==> config.mk <==
export PLATFORM = sky130hd
export DESIGN_NAME = snake_px_cell_writer
export DESIGN_NICKNAME = d
export VERILOG_FILES = /design/src/rtl/snake_px_pkg.sv /design/src/rtl/snake_px_req_fifo.sv /design/src/rtl/snake_px_cell_writer.sv
export SDC_FILE = /design/constraint.sdc
export NUM_CORES = 1
export LEC_CHECK = 0
export ABC_AREA = 1
export ABC_CLOCK_PERIOD_IN_PS = 5650
export CAP_MARGIN = 0
export CELL_PAD_IN_SITES_DETAIL_PLACEMENT = 1
export CELL_PAD_IN_SITES_GLOBAL_PLACEMENT = 1
export CORE_AREA = 2 2 138 140
export DETAILED_ROUTE_END_ITERATION = 8
export DIE_AREA = 0 0 140 142
export GPL_TIMING_DRIVEN = 0
export PLACE_DENSITY = 0.71
export SETUP_SLACK_MARGIN = 0.4
export SLEW_MARGIN = 0
export SYNTH_ARGS = -nofsm -noshare
export SYNTH_HDL_FRONTEND = slang
export SYNTH_SLANG_ARGS = --single-unit
==> constraint.sdc <==
create_clock -name clk -period 5.65 [get_ports clk]
set_clock_uncertainty 0.05 [all_clocks]
set_input_delay 1.13 -clock clk [delete_from_list [all_inputs] [get_ports clk]]
set_output_delay 1.13 -clock clk [all_outputs]
set_load 0.005 [all_outputs]
==> src/rtl/snake_px_pkg.sv <==
// rtl/snake_px_pkg.sv - shared types, constants and address helper for the snake pixel cell writer
package snake_px_pkg;

    localparam int PX_X_SHIFT = 1;
    localparam int PX_Y_SHIFT = 10;
    localparam int SCREEN_W   = 320;
    localparam int SCREEN_H   = 240;

    localparam logic [15:0] COLOR_SNAKE = 16'hFF00;
    localparam logic [15:0] COLOR_APPLE = 16'h00FF;
    localparam logic [15:0] COLOR_BG    = 16'h0000;

    typedef enum logic [1:0] {
        IDLE,
        LOAD,
        WRITE
    } px_state_t;

    typedef struct packed {
        logic [6:0]  x;
        logic [5:0]  y;
        logic [15:0] color;
    } px_req_t;

    function automatic logic [31:0] px_addr(input logic [31:0] base,
                                            input logic [8:0]  px,
                                            input logic [7:0]  py);
        return base | ({24'd0, py} << PX_Y_SHIFT) | ({23'd0, px} << PX_X_SHIFT);
    endfunction

endpackage

==> src/rtl/snake_px_req_fifo.sv <==
// rtl/snake_px_req_fifo.sv - synchronous request queue of px_req_t with read/write pointers and occupancy count
module snake_px_req_fifo
    import snake_px_pkg::*;
#(
    parameter int DEPTH = 4
) (
    input  logic    clk,
    input  logic    reset,
    input  logic    push,
    input  logic    pop,
    input  px_req_t din,
    output px_req_t dout,
    output logic    full,
    output logic    empty
);

    localparam int AW = (DEPTH > 1) ? $clog2(DEPTH) : 1;
    localparam logic [AW:0] FULL_COUNT = (AW + 1)'(DEPTH);

    px_req_t       mem_q [DEPTH];
    logic [AW-1:0] wr_ptr_q, wr_ptr_d;
    logic [AW-1:0] rd_ptr_q, rd_ptr_d;
    logic [AW:0]   count_q, count_d;
    logic          do_push, do_pop;

    assign full    = (count_q == FULL_COUNT);
    assign empty   = (count_q == '0);
    assign do_push = push && !full;
    assign do_pop  = pop && !empty;
    assign dout    = mem_q[rd_ptr_q];

    always_comb begin
        wr_ptr_d = wr_ptr_q;
        rd_ptr_d = rd_ptr_q;
        count_d  = count_q;
        if (do_push) begin
            wr_ptr_d = wr_ptr_q + 1'b1;
        end
        if (do_pop) begin
            rd_ptr_d = rd_ptr_q + 1'b1;
        end
        // Simultaneous push and pop leave occupancy unchanged.
        if (do_push && !do_pop) begin
            count_d = count_q + 1'b1;
        end else if (do_pop && !do_push) begin
            count_d = count_q - 1'b1;
        end
    end

    always_ff @(posedge clk) begin
        if (reset) begin
            wr_ptr_q <= '0;
            rd_ptr_q <= '0;
            count_q  <= '0;
        end else begin
            wr_ptr_q <= wr_ptr_d;
            rd_ptr_q <= rd_ptr_d;
            count_q  <= count_d;
        end
    end

    always_ff @(posedge clk) begin
        if (do_push) begin
            mem_q[wr_ptr_q] <= din;
        end
    end

endmodule

==> src/rtl/snake_px_cell_writer.sv <==
// rtl/snake_px_cell_writer.sv - queues cell draw requests and expands each into CELL_SIZE^2 Avalon pixel writes; SNAKE_PX_BOUNDS_CHECK_EN enables dropping out-of-grid requests
module snake_px_cell_writer
    import snake_px_pkg::*;
#(
    parameter int          CELL_SIZE  = 4,
    parameter int          GRID_W     = 80,
    parameter int          GRID_H     = 60,
    parameter logic [31:0] PX_BASE    = 32'hC800_0000,
    parameter int          FIFO_DEPTH = 4
) (
    input  logic        clk,
    input  logic        reset,
    input  logic        req_valid,
    output logic        req_ready,
    input  logic [6:0]  req_x,
    input  logic [5:0]  req_y,
    input  logic [15:0] req_color,
    output logic        busy,
    output logic        err_oob,
    output logic [31:0] vga_px_address,
    output logic        vga_px_write,
    output logic [15:0] vga_px_writedata,
    output logic        vga_px_read,
    input  logic        vga_px_waitrequest
);

    localparam logic [2:0] LAST = 3'(CELL_SIZE - 1);

`ifdef SNAKE_PX_BOUNDS_CHECK_EN
    localparam bit BOUNDS_EN = 1'b1;
`else
    localparam bit BOUNDS_EN = 1'b0;
`endif

    px_state_t   state_q, state_d;
    logic [8:0]  bx_q, bx_d;
    logic [7:0]  by_q, by_d;
    logic [2:0]  dx_q, dx_d;
    logic [2:0]  dy_q, dy_d;
    logic [31:0] addr_q, addr_d;
    logic        write_q, write_d;
    logic [15:0] data_q, data_d;

    logic        fifo_full, fifo_empty, fifo_push, fifo_pop;
    px_req_t     fifo_din, fifo_dout;
    logic        head_oob;
    logic [8:0]  head_bx;
    logic [7:0]  head_by;

    assign fifo_din  = '{x: req_x, y: req_y, color: req_color};
    assign req_ready = !fifo_full;
    assign fifo_push = req_valid && !fifo_full;

    snake_px_req_fifo #(
        .DEPTH (FIFO_DEPTH)
    ) u_fifo (
        .clk   (clk),
        .reset (reset),
        .push  (fifo_push),
        .pop   (fifo_pop),
        .din   (fifo_din),
        .dout  (fifo_dout),
        .full  (fifo_full),
        .empty (fifo_empty)
    );

    assign head_bx  = 9'(32'(fifo_dout.x) * 32'(CELL_SIZE));
    assign head_by  = 8'(32'(fifo_dout.y) * 32'(CELL_SIZE));
    assign head_oob = BOUNDS_EN &&
                      ((32'(fifo_dout.x) >= 32'(GRID_W)) || (32'(fifo_dout.y) >= 32'(GRID_H)));
    assign err_oob  = (state_q == LOAD) && !fifo_empty && head_oob;

    always_comb begin
        state_d  = state_q;
        bx_d     = bx_q;
        by_d     = by_q;
        dx_d     = dx_q;
        dy_d     = dy_q;
        addr_d   = addr_q;
        write_d  = write_q;
        data_d   = data_q;
        fifo_pop = 1'b0;
        unique case (state_q)
            IDLE: begin
                if (!fifo_empty) begin
                    state_d = LOAD;
                end
            end
            LOAD: begin
                // A dropped request re-enters LOAD; an empty queue there just falls back to IDLE.
                if (fifo_empty) begin
                    state_d = IDLE;
                end else begin
                    fifo_pop = 1'b1;
                    if (head_oob) begin
                        state_d = LOAD;
                    end else begin
                        bx_d    = head_bx;
                        by_d    = head_by;
                        dx_d    = 3'd0;
                        dy_d    = 3'd0;
                        addr_d  = px_addr(PX_BASE, head_bx, head_by);
                        data_d  = fifo_dout.color;
                        write_d = 1'b1;
                        state_d = WRITE;
                    end
                end
            end
            WRITE: begin
                if (write_q && !vga_px_waitrequest) begin
                    if (dx_q == LAST && dy_q == LAST) begin
                        write_d = 1'b0;
                        state_d = fifo_empty ? IDLE : LOAD;
                    end else begin
                        if (dx_q != LAST) begin
                            dx_d = dx_q + 3'd1;
                        end else begin
                            dx_d = 3'd0;
                            dy_d = dy_q + 3'd1;
                        end
                        addr_d = px_addr(PX_BASE, bx_q + {6'd0, dx_d}, by_q + {5'd0, dy_d});
                    end
                end
            end
            default: begin
                state_d = IDLE;
            end
        endcase
    end

    always_ff @(posedge clk) begin
        if (reset) begin
            state_q <= IDLE;
            bx_q    <= '0;
            by_q    <= '0;
            dx_q    <= '0;
            dy_q    <= '0;
            addr_q  <= '0;
            write_q <= 1'b0;
            data_q  <= '0;
        end else begin
            state_q <= state_d;
            bx_q    <= bx_d;
            by_q    <= by_d;
            dx_q    <= dx_d;
            dy_q    <= dy_d;
            addr_q  <= addr_d;
            write_q <= write_d;
            data_q  <= data_d;
        end
    end

    assign busy             = (state_q != IDLE) || !fifo_empty;
    assign vga_px_address   = addr_q;
    assign vga_px_write     = write_q;
    assign vga_px_writedata = data_q;
    assign vga_px_read      = 1'b0;

endmodule

* Word-level counts from Yosys, hierarchy flattened
Memory sizes are Yosys's and may differ from the RTL's. A register that Yosys moved wholly into a read port is not among the register bits. Index checks and enable logic that the tools add are counted.
Word-level totals: bits in registers 77, RAM bits 116, output and inout bits 53, word-level logic and storage cells 93, memories kept 1
Memories:
- u_fifo.mem_q | depth 4, width 29, read ports 1, clocked after memory_dff 1, write ports 1, line snake_px_req_fifo.sv:20 | px_req_t mem_q [DEPTH];
Cells by class: $add $sub $neg 8, equality and inequality tests 11, multiplexer cells 37, bitwise operators 3, reduce and logical (&&, ||, !) cells 22
Operators by type and width (number):
- two-way mux 32 bit | 3
- OR 32 x 10 -> 32 bit | 2
- one-hot mux 32 bit (2 select lines) | 1
- two-way mux 3 bit | 15
- two-way mux 2 bit | 6
- one-hot mux 3 bit (2 select lines) | 2
- inequality test 2 bit (second input constant) | 5
- adder 3 x 1 -> 3 bit (second input constant) | 3
- adder 9 x 3 -> 9 bit | 1
- adder 8 x 3 -> 8 bit | 1
- two-way mux 1 bit | 8
- AND reduction 4 bit | 2
- logical AND 1 bit | 7
- equality test 3 x 2 -> 1 bit (second input constant) | 2
- one-hot mux 2 bit (3 select lines) | 1
- nonzero test 2 bit | 3
- logical NOT 1 bit | 5
- adder 2 x 1 -> 2 bit (second input constant) | 2
- equality test 3 bit (second input constant) | 1
- logical NOT 3 bit | 1
- inequality test 3 x 2 -> 1 bit (second input constant) | 1
- AND reduction 3 bit | 1
- subtractor 3 x 1 -> 3 bit (second input constant) | 1
- equality test 2 x 1 -> 1 bit (second input constant) | 1
- 6 further kinds | 6

* Logic depth before layout (Yosys ltp)
Gate-level depths: netlist of the first run.
depth in word-level cells 10, depth in mapped cells 12, depth with buffers taken out 12

* Cells and area by module
From an unflattened synthesis of the first run, not the netlist that was laid out.
Second synthesis, totals: cells, all modules 701, area, all modules 7591.0 µm²
By module, submodules not included:
- snake_px_req_fifo | instances 1, cells an instance 351, area an instance 5098.6 µm², seq. area each 3663.5 µm²
- snake_px_cell_writer | instances 1, cells an instance 350, area an instance 2492.4 µm², seq. area each 1041.0 µm²

* Least setup slack after synthesis of the first run
OpenSTA, ideal clock, no wires.
path type input port to flip-flop, start in req_valid, end mem u_fifo.mem_q[0][0] (netlist name) (enable), library setup time 0.415 ns, arrival 2.529 ns, path slack 2.656 ns, stages 2, path through nand2_1 nor2_1
On the way: longest elaborated chain between the ends 4
RTL lines:
- start: declaration | line snake_px_cell_writer.sv:13 | input logic req_valid,
- logical AND 1 bit | line snake_px_cell_writer.sv:52 | assign fifo_push = req_valid && !fifo_full;
- logical AND 1 bit | line snake_px_req_fifo.sv:28 | assign do_push = push && !full;
- two-way mux 1 bit | line snake_px_req_fifo.sv:63 | if (do_push) begin
- two-way mux 1 bit (not written as such) | line snake_px_req_fifo.sv:64 | mem_q[wr_ptr_q] <= din;
- end: declaration | line snake_px_req_fifo.sv:20
No other way between the ends.

* Worst setup path after layout of the first run
start in req_valid, end reg u_fifo.count_q[2]
On the way: longest elaborated chain between the ends 5, elaborated cells on any way between the ends 7
RTL lines:
- logical AND 1 bit * | line snake_px_cell_writer.sv:52
- logical AND 1 bit * | line snake_px_req_fifo.sv:28
- named net u_fifo.do_push | line snake_px_req_fifo.sv:24 | logic do_push, do_pop;
- logical NOT 1 bit | line snake_px_req_fifo.sv:45 | end else if (do_pop && !do_push) begin
- logical AND 1 bit | line snake_px_req_fifo.sv:45
- nonzero test 2 bit (no line)
- end signal: assignment | line snake_px_req_fifo.sv:58 | count_q <= count_d;
- end: declaration | line snake_px_req_fifo.sv:23 | logic [AW:0] count_q, count_d;
The timed path passes the listed nets; every way through them passes the cells marked *. A chain may end at the register's enable or synchronous reset.

==> results of run 1 <==
==> critical path, cell delays in order <==
cell and delay [ps]:
clkdlybuf4s50_1 460, nand2_1 310, inv_1 140, ha_1 160
inv_1 80, fa_1 390, a21oi_1 160, o21ai_0 120
o21ai_0 160, a21oi_1 60
==> sequential cells by signal, indices dropped and copies added, names as in the netlist, 3 cells and up, named ones only <==
register / flops
u_fifo.count_q: 3
dx_q: 3
vga_px_writedata: 16
dy_q: 3
by_q: 6
u_fifo.mem_q: 116
bx_q: 7
vga_px_address: 14
==> cell families after synthesis <==
logic type	after synthesis	synth area share
compound gates	137	0.1014
xor+xnor	3	0.003653
fa+ha+maj	13	0.02365
buf+inv	89	0.06434
flops	177	0.6539
other cells	1	0.0005212
simple gates	265	0.1525
==> worst max-delay path by stage <==
| stage | from | endpoint | slack, ps |
|---|---|---|---|
| detailed placement | req_valid | u_fifo.count_q[2]$_SDFFE_PP0P_ | 2280 |
| global route | req_valid | u_fifo.count_q[2]$_SDFFE_PP0P_ | 2570 |
| CTS | u_fifo.count_q[0]$_SDFFE_PP0P_ | busy | 2730 |
| global placement | req_valid | u_fifo.mem_q[3][13]$_DFFE_PP_ | 1040 |
| floorplan | req_valid | u_fifo.mem_q[0][0]$_DFFE_PP_ | 2660 |
| finish | req_valid | u_fifo.count_q[2]$_SDFFE_PP0P_ | 2750 |
==> stage by stage <==
stage / power [mW] / utilization / std cells / hold WS, ps / area (um2)
after floorplan: 2.420 / - / 698 / 382.4 / 7243
after global placement: 2.894 / 0.4468 / 1003 / 390.4 / 8247
after detailed placement: 2.992 / 0.4540 / 1007 / 411.3 / 8379
after CTS: 4.232 / 0.4878 / 1039 / 422.1 / 9002
after global routing: 4.429 / 0.4878 / 1039 / 442.0 / 9002
final: 4.187 / 0.4878 / 1039 / 420.9 / 9002
==> routing by layer <==
layer	vias up	wire (um)	global-route usage
li1	2541	-	-
met2	131	9653	0.3671
met5	-	0	0
met3	20	697	0.04038
met4	0	199	0.04997
met1	2526	7974	0.2337
==> power by group <==
group / switching [mW] / leakage [nW] / internal (mW)
Sequential: 0.112 / 1.56 / 1.61
Clock: 0.584 / 0.306 / 0.647
Combinational: 0.726 / 1.49 / 0.508
Total: 1.42 / 3.36 / 2.77
==> layout make-up <==
type	instances	area (um2)	share of cell area
multi-input combinational	432	2106	0.2339
clock inverter	15	197.7	0.02196
inverter	35	131.4	0.01459
sequential	177	4705	0.5226
buffer	54	331.6	0.03683
clock buffer	17	425.4	0.04726
timing repair buffer	75	813.3	0.09034
tap	234	292.8	0.03252
==> layout by cell type (no fill, tap or decap), types with 7 or more instances in the layout <==
cell             count
inv_1               28
conb_1              14
clkbuf_1            18
o21ai_0             87
clkbuf_16           17
buf_4               24
clkdlybuf4s50_1     71
a21oi_1             24
a31oi_1             17
nor2_1              96
nand2_1            105
nand3_1             50
ha_1                12
dfxtp_1             61
buf_2                7
edfxtp_1           116
==> out/qor.txt, run 1 <==
Layout area overhead = 25.13%
CTS tree = yes
sequential-to-total area share from yosys stat = 0.6539
layout cells sized above 1 = 0.1118
failing checks = design-rule violations
number of global-route vias before repair = 5,680
final slew viol count = 0
distinct cell type count after synthesis = 31
R2R Path Start = dx_q[0]$_SDFFE_PP0P_
total gr overflow = 0
global-route wire length before repair = 29,930 um
post-synth top area cell = edfxtp_1
core area = 18,460 um2
initial antenna violation count = 0
Total Nets Final = 838
die span in x = 140 um
CTS Hold Bufs = 0
min Tclk post-route = 2901 ps
Critical R2R Capture = vga_px_address[16]$_SDFFE_PP0P_
Syn Inst Count = 685
die area = 19,880 um2
number of synthesized flops with an enable pin = 116
required time of the critical path = 5920 ps
Post-CTS Resized = 0
startpoint types = input pin
CTS H-tree lvls = 4
Cell Area, Synth = 7194 um2
pwr dens = 465.1 nW/um2
worst slew pin tran = 628.9 ps
Crit. End Element = register
reported max-cap violation count = 0
register-to-register path setup slack = 3320 ps
pre-CTS setup slack = 2283 ps
Synth Flop Type = edfxtp_1
Rel. slew slack = 0.5797
Fin Setup TNS = 0 ps
hold path start = vga_px_address[17]$_SDFFE_PP0P_
Final ANT Viol Nets = 0
WP data arrival = 3180 ps
# IOs = 86
Peak VDD IR = 0.2230 mV
iteration count of the initial detailed-routing pass = 9
list of most frequent post-synthesis cells = 116 x edfxtp_1, 105 x nand2_1, 100 x nor2_1
Worst-path clk slew = 80 ps
die span in y = 142 um
Post-CTS Setup Bufs = 0
Clock Sinks = 177
DR iter-0 viols = 254
worst skew pair latency = 440 ps
top cell type's share of synthesized area = 0.4842
Clock Tree Root = clkbuf_16
DP Wirelength = 12,910 um
crit share post-route = 0.5135
post-route DRC violation count = 8
Post-synth ARST share = 0
TritonCTS Buffers = 17
Antenna diodes = 0
Worst Hold Path EP = vga_px_address[17]$_SDFFE_PP0P_
Vias/cell = 5.022
largest net degree at the start of global routing = 25
Area contributors post-synth = edfxtp_1 48%, dfxtp_1 17%, o21ai_0 6.1%
top-count cell post-synth = edfxtp_1
Max Clock Freq = 0.3447 GHz
drt wl/cell = 17.83 um
global-route usage over all layers = 0.1972
status = finished, violations left
FF+latch count, synth = 177
Routability Congestion = 0.8325
total number of vias = 5,218
drt total wl = 18,520 um
min-delay worst type = reg -> reg
CP Max Fanout = 9
input/output buffers = 71
Syn. warnings = 0
Initial Utilization = 0.3898
Filler cells = 2,010
worst hold path depth = 2
average size of a mapped cell = 10.50 um2
Clock Path Buffers = 2
Final setup viols = 0
Setup WS post-layout = 2749 ps
RSZ-0062 raised after global routing = false
row cnt = 50
Setup CP Type = in -> reg
Lkg Pwr = 3.360 nW
Fin. Hold Viols = 0
Worst Reg2Reg Path Length in Cells = 11
Note: power is estimated with default switching activity, not from simulation.
==> run 2, diff against run 1 <==
- ABC_CLOCK_PERIOD_IN_PS: 5650 -> 2540
- CORE_AREA: 2 2 138 140 -> 2 2 139 141
- DIE_AREA: 0 0 140 142 -> 0 0 141 143
- PLACE_DENSITY: 0.71 -> 0.73
- clock period: 5.65 -> 2.54 ns (I/O delays scaled with it)
==> out/qor.txt, run 2 (same netlist as run 1, synthesis figures left out) <==
status = complete, no violations
end point of the critical path = req_ready
Final Util = 0.4919 (+0.004055)
# IOs = 86 (unchanged)
Clock Path Buffers = 2 (unchanged)
CTS Hold Bufs = 0 (unchanged)
Setup CP Type = reg -> out
Fin. Hold Viols = 0 (unchanged)
P_int = 6.423 mW (+130%)
R2R Path Start = dy_q[0]$_SDFFE_PP0P_
Hold WS = 415.3 ps (-5.660 ps)
total number of vias = 5,363 (+2.8%)
DR iter-0 viols = 223 (-12%)
CP Max Fanout = 3 (-6)
Routability Congestion = 0.7965 (-4.3%)
combinational power share = 0.297 (+0.002)
Total Nets Final = 843 (+0.60%)
Worst Reg2Reg Path Length in Cells = 11 (unchanged)
Max Clock Freq = 0.4838 GHz
final slew viol count = 0 (unchanged)
Clock Tree Root = clkbuf_16
Final setup viols = 0 (unchanged)
required time of the critical path = 1980 ps (-3940 ps)
Crit. End Element = output port
Peak VDD IR = 0.6245 mV (+180%)
drt total wl = 19,400 um (+4.7%)
most frequent cells in the layout = 116 x edfxtp_1, 102 x nand2_1, 94 x nor2_1
RSZ-0062 raised after global routing = true
min Tclk post-route = 2067 ps
Final ANT Viol Nets = 0 (unchanged)
Crit path largest cell delay = 520 ps (+60 ps)
initial antenna violation count = 0 (unchanged)
row cnt = 50 (unchanged)
die span in y = 143 um (+0.70%)
number of global-route vias before repair = 5,773 (+1.6%)
Sw Share = 0.3250 (-0.01443)
Lkg Pwr = 3.391 nW (+0.90%)
register-to-register path setup slack = 500 ps (-2820 ps)
min-delay worst type = reg -> reg
CTS H-tree lvls = 4 (unchanged)
global-route usage over all layers = 0.1984 (+0.001197)
post-route DRC violation count = 0 (-8)
reported max-cap violation count = 0 (unchanged)
global-route wire length before repair = 30,150 um (+0.74%)
Clock Sinks = 177 (unchanged)
CP max-delay cell = clkdlybuf4s50_1
Worst-path clk slew = 70 ps (about the same)
die span in x = 141 um (+0.71%)
total gr overflow = 0 (unchanged)
worst slew pin tran = 632.1 ps (+3.220 ps)
Rel. slew slack = 0.5786 (-0.001152)
Initial Utilization = 0.3872 (-0.002625)
most flop-heavy register = u_fifo.mem_q
Vias/cell = 5.137 (+2.3%)
Critical R2R Capture = vga_px_address[16]$_SDFFE_PP0P_
core area = 18,580 um2 (+0.68%)
layout cells sized above 1 = 0.1370 (+0.02524)
Clock Power Share = 0.298 (+0.004)
pwr dens = 1041 nW/um2 (+120%)
drt wl/cell = 18.58 um (+4.2%)
Critical path origin = u_fifo.count_q[0]$_SDFFE_PP0P_
iteration count of the initial detailed-routing pass = 4 (-5)
Layout area overhead = 27.03%
input/output buffers = 71 (unchanged)
most common library cell in the layout ignoring fill and taps = edfxtp_1
DP Wirelength = 13,110 um (+1.6%)
startpoint types = register
TritonCTS Buffers = 17 (unchanged)
crit share post-route = 0.8138
CTS tree = yes
worst skew pair latency = 440 ps (about the same)
Psw = 3.093 mW (+120%)
Antenna diodes = 0 (unchanged)
largest net degree at the start of global routing = 23 (-8.0%)
worst-path cell chain = nor2_2, nand2_1, clkdlybuf4s50_1
fraction of power consumed by sequential logic = 0.404 (-0.007)
WP data arrival = 1510 ps (-1670 ps)
die area = 20,160 um2 (+1.4%)
max FFs per register = 116 (unchanged)
==> run 2: worst max-delay path, delay by kind of cell, from the launching register on <==
| family | cells | cell delay, ps |
|---|---|---|
| buf+inv | 1 | 520 |
| flops | 1 | 380 |
| simple gates | 2 | 180 |
==> run 2: timing repair <==
item,CTS,global route
setup buffers,1,4
setup endpoints to repair,8,7
cloned,0,0
pin swaps,2,5
resized for setup,9,20
==> run 2: area by class of cell <==
class	count	area, um2
plain buffers	54	335.3
clock buffers	18	429.2
clock inverters	14	200.2
fillers	2007	9442
inverters	35	131.4
multi-input cells	432	2186
flip-flops and latches	177	4715
well taps	234	292.8
repair buffers	80	849.6
==> run 2: layer usage <==
layer / routed length, um / vias to the layer above / global-route usage
li1: - / 2544 / -
met1: 8276 / 2672 / 0.2308
met2: 10070 / 122 / 0.3574
met3: 757 / 25 / 0.05332
met4: 290 / 0 / 0.06368
met5: 0 / - / 0
==> run 2: power by group through the flow <==
stage | clock [mW] | sequential [mW] | combinational [mW]
4_1_cts | 2.88 | 3.84 | 2.80
5_1_grt | 3.00 | 3.89 | 3.14
3_3_place_gp | 0 | 3.88 | 2.57
2_1_floorplan | 0 | 3.85 | 1.53
6_report | 2.84 | 3.85 | 2.83
3_5_place_dp | 0 | 3.89 | 2.77
==> run 2: through the flow <==
stage	instance area, um2	instances	setup TNS, ps	worst slack (ps)	power, mW
3_5_place_dp	8379	1007	-238.0	-231.5	6.653
5_1_grt	9139	1044	0	373.2	10.04
2_1_floorplan	7243	698	0	138.4	5.382
6_report	9139	1044	0	473.0	9.516
3_3_place_gp	8247	1003	-165070	-1472	6.444
4_1_cts	9031	1040	0	344.4	9.519
==> run 2: worst min-delay path by stage <==
stage,from,endpoint,slack (ps),depth (start not counted)
6_report,vga_px_address[8]$_SDFFE_PP0P_,vga_px_address[8]$_SDFFE_PP0P_,420,2
5_1_grt,vga_px_address[8]$_SDFFE_PP0P_,vga_px_address[8]$_SDFFE_PP0P_,440,2
4_1_cts,vga_px_address[8]$_SDFFE_PP0P_,vga_px_address[8]$_SDFFE_PP0P_,420,2
3_5_place_dp,vga_px_address[8]$_SDFFE_PP0P_,vga_px_address[8]$_SDFFE_PP0P_,410,2
3_3_place_gp,dx_q[2]$_SDFFE_PP0P_,dx_q[2]$_SDFFE_PP0P_,390,2
2_1_floorplan,dx_q[2]$_SDFFE_PP0P_,dx_q[2]$_SDFFE_PP0P_,380,2
